==> src/rtl/spi_pump_master.sv <==
// ---------------------------------------------------------------------------
// spi_pump_master
//
// SPI mode-0 master that runs one "pump" transaction per start request:
//   1. PING frame : 0x00 followed by 8 more clocks; the response byte must be 0x4B.
//   2. START frame: 0x61, then len payload bytes in the same frame. Each byte
//      is fetched from the source with a byte_req_o / byte_valid_i handshake.
//   3. END frame  : 0x62 on its own.
// Between frames, SS is held high for SS_GAP cycles.
//
// Parameters
//   CLK_DIV  SCK half-period in pclk cycles (1..255)
//   SS_GAP   pclk cycles SS stays high between frames (1..255)
//
// Ports
//   pclk, reset                 clock, asynchronous active-high reset
//   start_i, len_i              transaction request and payload byte count
//   byte_i, byte_valid_i        payload byte answering byte_req_o
//   byte_req_o                  one-cycle request for the next payload byte
//   busy_o, done_o              transaction in progress / one-cycle completion pulse
//   ack_err_o, echo_err_o       sticky ping-response and echo-mismatch flags
//   bytes_sent_o                payload bytes fully shifted in this/last transaction
//   sck_o, ss_o, sdo_o, sdi_i   SPI pins (mode 0, SS active low, MSB first)
//
// Optional feature
//   SPI_PUMP_ECHO_CHECK_EN  when defined, the byte received during payload byte
//                           k (k>=1) is checked against payload byte k-1 and
//                           a mismatch sets echo_err_o. When undefined,
//                           echo_err_o is tied low.
// ---------------------------------------------------------------------------
module spi_pump_master #(
    parameter int CLK_DIV = 2,
    parameter int SS_GAP  = 4
) (
    input  logic        pclk,
    input  logic        reset,
    input  logic        start_i,
    input  logic [18:0] len_i,
    input  logic [7:0]  byte_i,
    input  logic        byte_valid_i,
    output logic        byte_req_o,
    output logic        busy_o,
    output logic        done_o,
    output logic        ack_err_o,
    output logic        echo_err_o,
    output logic [18:0] bytes_sent_o,
    output logic        sck_o,
    output logic        ss_o,
    output logic        sdo_o,
    input  logic        sdi_i
);

    typedef enum logic [2:0] {
        IDLE, PING, START, DATA, WAIT_BYTE, END, GAP, DONE
    } state_t;

    localparam logic [7:0] DIV_LAST  = 8'(CLK_DIV - 1);
    localparam logic [7:0] GAP_LAST  = 8'(SS_GAP - 1);
    localparam logic [7:0] PING_ACK  = 8'h4B;
    localparam logic [7:0] CMD_START = 8'h61;
    localparam logic [7:0] CMD_END   = 8'h62;

    state_t      r_state;
    state_t      w_nextState;
    state_t      r_gapNext;
    logic [18:0] r_len;
    logic [18:0] r_bytesSent;
    logic        r_ackErr;
    logic [7:0]  r_divCnt;
    logic        r_sck;
    logic [4:0]  r_bitCnt;
    logic [7:0]  r_tx;
    logic [7:0]  r_rx;
    logic        r_byteReq;
    logic [7:0]  r_gapCnt;

    logic        w_shifting;
    logic        w_halfEnd;
    logic [4:0]  w_unitBits;
    logic        w_unitDone;
    logic        w_pingOk;
    logic        w_lastByte;
    logic        w_gapDone;
    logic        w_load;
    logic [7:0]  w_loadByte;
    logic        w_ss;
    logic        w_busy;
    logic        w_done;

    // A "unit" is one shifted chunk: an initial low half with bit 7 on sdo,
    // then one high half and one low half per bit. PING runs 16 bits as a
    // single unit; every other unit is one byte. The unit finishes at the
    // end of the low half that follows its last bit.
    always_comb begin
        w_shifting = (r_state == PING) || (r_state == START) ||
                     (r_state == DATA) || (r_state == END);
        w_halfEnd  = (r_divCnt == DIV_LAST);
        w_unitBits = (r_state == PING) ? 5'd16 : 5'd8;
        w_unitDone = w_shifting && !r_sck && w_halfEnd && (r_bitCnt == w_unitBits);
        w_pingOk   = (r_rx == PING_ACK);
        w_lastByte = ((r_bytesSent + 19'd1) == r_len);
        w_gapDone  = (r_gapCnt == GAP_LAST);
    end

    // State register.
    always_ff @(posedge pclk or posedge reset) begin
        if (reset) begin
            r_state <= IDLE;
        end else begin
            r_state <= w_nextState;
        end
    end

    // Next-state logic. GAP always separates frames; r_gapNext remembers
    // which frame (or DONE) follows it.
    always_comb begin
        w_nextState = r_state;
        case (r_state)
            IDLE:      if (start_i)      w_nextState = PING;
            PING:      if (w_unitDone)   w_nextState = GAP;
            START:     if (w_unitDone)   w_nextState = (r_len == 19'd0) ? GAP : WAIT_BYTE;
            WAIT_BYTE: if (byte_valid_i) w_nextState = DATA;
            DATA:      if (w_unitDone)   w_nextState = w_lastByte ? GAP : WAIT_BYTE;
            END:       if (w_unitDone)   w_nextState = GAP;
            GAP:       if (w_gapDone)    w_nextState = r_gapNext;
            DONE:                        w_nextState = IDLE;
            default:                     w_nextState = IDLE;
        endcase
    end

    // Output decode. SS stays low across WAIT_BYTE so the whole payload
    // belongs to the 0x61 frame.
    always_comb begin
        w_ss   = !(w_shifting || (r_state == WAIT_BYTE));
        w_busy = (r_state != IDLE) && (r_state != DONE);
        w_done = (r_state == DONE);
    end

    // Entering a shifting state from any other state starts a new unit
    // with its first bit already on sdo.
    always_comb begin
        w_load = (w_nextState != r_state) &&
                 ((w_nextState == PING) || (w_nextState == START) ||
                  (w_nextState == DATA) || (w_nextState == END));
        case (w_nextState)
            PING:    w_loadByte = 8'h00;
            START:   w_loadByte = CMD_START;
            END:     w_loadByte = CMD_END;
            default: w_loadByte = byte_i;
        endcase
    end

    // Shift engine and transaction bookkeeping. The transmit register shifts
    // in zeros, so sdo returns low once a unit has been sent and stays low
    // through the PING response clocks, WAIT_BYTE and GAP.
    always_ff @(posedge pclk or posedge reset) begin
        if (reset) begin
            r_gapNext   <= IDLE;
            r_len       <= '0;
            r_bytesSent <= '0;
            r_ackErr    <= 1'b0;
            r_divCnt    <= '0;
            r_sck       <= 1'b0;
            r_bitCnt    <= '0;
            r_tx        <= '0;
            r_rx        <= '0;
            r_byteReq   <= 1'b0;
            r_gapCnt    <= '0;
        end else begin
            r_byteReq <= 1'b0;

            if (r_state == IDLE && start_i) begin
                r_len       <= len_i;
                r_bytesSent <= '0;
                r_ackErr    <= 1'b0;
            end

            if (w_load) begin
                r_divCnt <= '0;
                r_sck    <= 1'b0;
                r_bitCnt <= '0;
                r_tx     <= w_loadByte;
            end else if (w_shifting) begin
                if (w_halfEnd) begin
                    r_divCnt <= '0;
                    if (r_sck) begin
                        r_sck    <= 1'b0;
                        r_tx     <= {r_tx[6:0], 1'b0};
                        r_bitCnt <= r_bitCnt + 5'd1;
                    end else if (r_bitCnt != w_unitBits) begin
                        r_sck <= 1'b1;
                        r_rx  <= {r_rx[6:0], sdi_i};
                    end
                end else begin
                    r_divCnt <= r_divCnt + 8'd1;
                end
            end

            if (r_state == GAP) begin
                r_gapCnt <= r_gapCnt + 8'd1;
            end else begin
                r_gapCnt <= '0;
            end

            if (w_unitDone) begin
                case (r_state)
                    PING: begin
                        r_gapNext <= w_pingOk ? START : DONE;
                        if (!w_pingOk) r_ackErr <= 1'b1;
                    end
                    START: begin
                        if (r_len == 19'd0) r_gapNext <= END;
                        else                r_byteReq <= 1'b1;
                    end
                    DATA: begin
                        r_bytesSent <= r_bytesSent + 19'd1;
                        if (w_lastByte) r_gapNext <= END;
                        else            r_byteReq <= 1'b1;
                    end
                    END:     r_gapNext <= DONE;
                    default: r_gapNext <= r_gapNext;
                endcase
            end
        end
    end

`ifdef SPI_PUMP_ECHO_CHECK_EN
    logic [7:0] r_curByte;
    logic [7:0] r_prevByte;
    logic       r_echoErr;

    // The responder echoes each payload byte one byte later, so at the end
    // of payload byte k the received byte must equal byte k-1. Byte 0 has
    // no predecessor and is not checked.
    always_ff @(posedge pclk or posedge reset) begin
        if (reset) begin
            r_curByte  <= '0;
            r_prevByte <= '0;
            r_echoErr  <= 1'b0;
        end else begin
            if (r_state == IDLE && start_i) r_echoErr <= 1'b0;
            if (r_state == WAIT_BYTE && byte_valid_i) r_curByte <= byte_i;
            if (r_state == DATA && w_unitDone) begin
                if (r_bytesSent != 19'd0 && r_rx != r_prevByte) r_echoErr <= 1'b1;
                r_prevByte <= r_curByte;
            end
        end
    end

    assign echo_err_o = r_echoErr;
`else
    assign echo_err_o = 1'b0;
`endif

    assign byte_req_o   = r_byteReq;
    assign busy_o       = w_busy;
    assign done_o       = w_done;
    assign ack_err_o    = r_ackErr;
    assign bytes_sent_o = r_bytesSent;
    assign sck_o        = r_sck;
    assign ss_o         = w_ss;
    assign sdo_o        = r_tx[7];

endmodule

==> config.mk <==
export PLATFORM = sky130hd
export DESIGN_NAME = spi_pump_master
export DESIGN_NICKNAME = d
export VERILOG_FILES = /design/src/rtl/spi_pump_master.sv
export SDC_FILE = /design/constraint.sdc
export NUM_CORES = 1
export LEC_CHECK = 0
export ABC_CLOCK_PERIOD_IN_PS = 3400
export CORE_ASPECT_RATIO = 1.1
export CORE_MARGIN = 8
export CORE_UTILIZATION = 55
export CTS_CLUSTER_SIZE = 28
export DETAILED_ROUTE_END_ITERATION = 16
export PLACE_DENSITY = 0.85
export SYNTH_ARGS = -nofsm -noshare
export SYNTH_HDL_FRONTEND = slang
export SYNTH_SLANG_ARGS = --single-unit
==> constraint.sdc <==
create_clock -name pclk -period 3.4 [get_ports pclk]
set_input_delay 0.34 -clock pclk [delete_from_list [all_inputs] [get_ports pclk]]
set_output_delay 0.34 -clock pclk [all_outputs]
set_load 0.005 [all_outputs]
==> key figures <==
Logic synthesis
  • Yosys cell types: 64
  • Post-Syn Area: 0.00487 sq mm
  • Synthesized area per cell: approximately 8.9 sq um
  • Register bit total from synthesis: just over 80
  • Yosys warning total: 0
  • Post-Syn Nets: 584
  • Synth Instances: roughly 550
  • Synth Flop Type: dfrtp_1
  • Post-synth EDFFs: 0
  • Asr flop ratio synth: 100%
  • Sequential area share after synthesis: 42.7%

Cells and area
  • Non-filler cells in the finished layout: between 700 and 800
  • Nets@finish: 630
  • N_diodes: 0
  • Util after Layout: 65.1%
  • Fill count: 716
  • Design area: around 0.0057 sq mm
  • Most common cell after layout, fill and taps aside: nand2_1
  • Multi-input gate area: 0.00257 sq mm
  • Most frequent cells in the layout: nand2_1 (93), dfrtp_1 (83), clkdlybuf4s50_1 (57)
  • Sequential cell area: 0.00208 sq mm
  • Layout cells sized above 1: 8.54%
  • Area delta synth->final: 16.9%

GRT
  • Vias in the first global route: 4046
  • First-pass GRT wire length: between 15000 and 20000 microns
  • Pin count of the biggest net entering global routing: 46
  • Initial antenna violation count: 0
  • Global route total overflow: 0
  • GRT Total Usage: approximately 20%

Clock network
  • Cts hold-fix bufs: 0
  • H-tree Lvls: 3
  • Post-CTS setup buffers: 0
  • CTS tree: yes
  • Post_cts resized: 0
  • Clk pin slew, worst setup/hold paths: 0.09 ns
  • CTS max path bufs: 2
  • Clk_lat worst skew: between 0.3 and 0.4 ns
  • Sinks on the clock net: 83
  • TritonCTS Buffers: 9
  • Root buffer cell: clkbuf_8

Pwr
  • Internal power: around 2100 uW
  • Comb pwr share: 34.3%
  • Pwr per Cell Area: 585 mW/mm^2
  • Switching power: 1220 uW
  • Peak supply drop: around 0.35 mV
  • Reg power frac: 44.4%
  • Clock share of power: 21.3%
  • Sw frac: between 30% and 40%
  • Leakage: 0.00245 uW

Setup path
  • Worst path depth: 9
  • Crit start category: register
  • Crit Path Category: register to register
  • R2R setup slack: 0.47 ns
  • Worst-path cell chain: ha_1 -> and2_1 -> nand3_1 -> o21ai_0 -> nor4bb_1 -> nand4_1 -> nor4b_2 -> a21oi_1 -> a211o_1
  • CP max-delay cell: dfrtp_1
  • Worst Path Buf+Inv: 0
  • Critical path data arrival time: 3.18 ns
  • R2R Path Start: bytes_sent_o[0]
  • Required @ worst endpoint: around 3.7 ns
  • Setup crit end kind: register
  • Delay-heaviest family, CP: simple AND/OR/NAND/NOR gates
  • Reg2reg end: r_gapNext[1]
  • Worst R2R Path Depth: 9
  • Critical Path Fanout Max: 9
  • Crit path largest cell delay: 0.48 ns

Floorplanning
  • Die area: 0.0121 sq mm
  • Rows: 36
  • Die Wd: 106 microns
  • Die H: between 100 and 150 microns
  • # IOs: 59
  • Core footprint: 0.00874 sq mm
  • Initial Util: roughly 56%

Drt
  • WL/cell: between 15 and 20 microns
  • Initial DRT Pass Iterations: 5
  • DRC: 0
  • DR iter-0 viols: ~280
  • Final ANT Viol Nets: 0
  • Routed WL: roughly 12000 microns
  • Vias: 4209
  • Avg Vias per Cell: 5.92

Flow run
  • Max-Cap Viols: 0

Timing
  • Period utilisation layout: approximately 86%
  • Final Skew: roughly 0.012 ns
  • Fmax: around 340 MHz
  • Min Clock Period, post-route: a little under 3 ns
  • Relative slew slack: between 40% and 50%
  • Final setup viols: 0
  • Final hold slack: around 0.4 ns
  • Slew @ Worst Pin: 0.790 ns
  • Setup TNS: 0 ns
  • Slew Viols, Final: 0
  • RSZ-0062 raised after global routing: false
  • Final hold vios: 0

Placed design
  • Port bufs: 57
  • Placed wire-length estimate: between 8000 and 9000 microns
  • GP Congestion: 0.930
  • Placed inst area: 0.00550 sq mm
  • Cells after DPL: ~700

Status
  • Status: completed

Min path
  • Hold Crit Class: primary input to async pin
## area by class of cell
class,instances,share of cell area [%]
Clock inverter,6,1.17
Sequential cell,83,36.5
Tap cell,114,2.51
Clock buffer,10,2.24
Timing Repair Buffer,65,11.3
Inverter,15,1.01
Multi-Input combinational cell,418,45.3
## flip-flops by register name (all words and copies together), names as in the netlist
signal	count
bytes_sent_o	19
r_len	19
r_divCnt	8
r_gapCnt	8
r_rx	8
r_tx	8
r_bitCnt	5
r_state	3
r_gapNext	2
ack_err_o	1
byte_req_o	1
sck_o	1
## how the worst max path moves through the flow
stage | slack, ns | startpoint | endpoint
floorplan | 0.76 | bytes_sent_o[0] | r_gapNext[1]
global placement | 0.61 | bytes_sent_o[0] | r_gapNext[1]
detailed placement | 0.54 | r_bitCnt[0] | r_tx[7]
CTS | 0.51 | r_bitCnt[0] | r_tx[7]
global route | 0.18 | r_bitCnt[0] | r_tx[7]
finish | 0.47 | bytes_sent_o[0] | r_gapNext[1]
## worst reg2reg max path, delay by kind of cell, from the launching register on
kind            cells  cell delay [ns]
compound gates      3             0.68
flops               1             0.48
simple gates        5             1.29
fa+ha+maj           1             0.38
## metrics by stage
stage | total power, uW | setup slack [ns]
2_1_floorplan | 2270 | 0.761
3_3_place_gp | 2570 | 0.610
3_5_place_dp | 2630 | 0.538
4_1_cts | 3340 | 0.514
5_1_grt | 3560 | 0.185
6_report | 3330 | 0.474
## logic make-up after synthesis
| kind of cell | count (synthesis) | share of synthesized area [%] |
|---|---|---|
| adder cells (fa/ha/maj) | 6 | 1.54 |
| flip-flops | 83 | 42.7 |
| AND/OR/NAND/NOR | 252 | 26.4 |
| buffers and inverters | 45 | 4.42 |
| AO/OA/AOI/OAI | 100 | 13.5 |
| other | 1 | 0.0770 |
| multiplexers | 18 | 3.96 |
| XOR/XNOR | 41 | 7.38 |
## power groups by stage
stage | Combinational, uW | Sequential, uW | Clock (uW)
2_1_floorplan | 865 | 1410 | 0
5_1_grt | 1270 | 1520 | 764
3_3_place_gp | 1100 | 1470 | 0
3_5_place_dp | 1140 | 1490 | 0
4_1_cts | 1140 | 1470 | 723
6_report | 1140 | 1480 | 708
## Yosys cell counts (2+ instances only)
| cell type | n | share of area, % |
|---|---|---|
| nand2_1 | 93 | 7.2 |
| dfrtp_1 | 83 | 43 |
| nor2_1 | 47 | 3.6 |
| o21ai_0 | 37 | 3.8 |
| nand3_1 | 27 | 2.8 |
| xor2_1 | 23 | 4.1 |
| a21oi_1 | 19 | 2.0 |
| xnor2_1 | 18 | 3.2 |
| inv_1 | 15 | 1.2 |
| clkbuf_1 | 13 | 1.0 |
| nor3_1 | 11 | 1.1 |
| and3_1 | 10 | 1.3 |
| buf_4 | 10 | 1.5 |
| mux2_2 | 10 | 2.3 |
| nand4_1 | 9 | 1.2 |
| nor2b_1 | 9 | 1.2 |
| nor4_1 | 9 | 1.2 |
| mux2i_1 | 8 | 1.6 |
| buf_2 | 7 | 0.72 |
| nand2b_1 | 7 | 0.90 |
| o31ai_1 | 7 | 1.1 |
| a31oi_1 | 6 | 0.77 |
| ha_1 | 6 | 1.5 |
| and4_1 | 4 | 0.72 |
| a211oi_1 | 3 | 0.46 |
| and2_1 | 3 | 0.39 |
| nor4bb_1 | 3 | 0.62 |
| o32ai_1 | 3 | 0.54 |
| o41ai_1 | 3 | 0.54 |
| or3_1 | 3 | 0.39 |
| a211o_1 | 2 | 0.36 |
| a22oi_1 | 2 | 0.31 |
| nand3b_1 | 2 | 0.31 |
| nor4b_2 | 2 | 0.62 |
| o21a_1 | 2 | 0.31 |
| or2_2 | 2 | 0.26 |
## layer usage
layer | share of wire, % | vias to the layer above | global-route usage [%]
met3 | 6.0 | 22 | 3.49
met4 | 2.5 | 0 | 9.11
met5 | 0 | - | 0
li1 | - | 2006 | -
met1 | 42 | 2021 | 24.1
met2 | 50 | 160 | 32.6
Note: power is estimated with default switching activity, not from simulation.
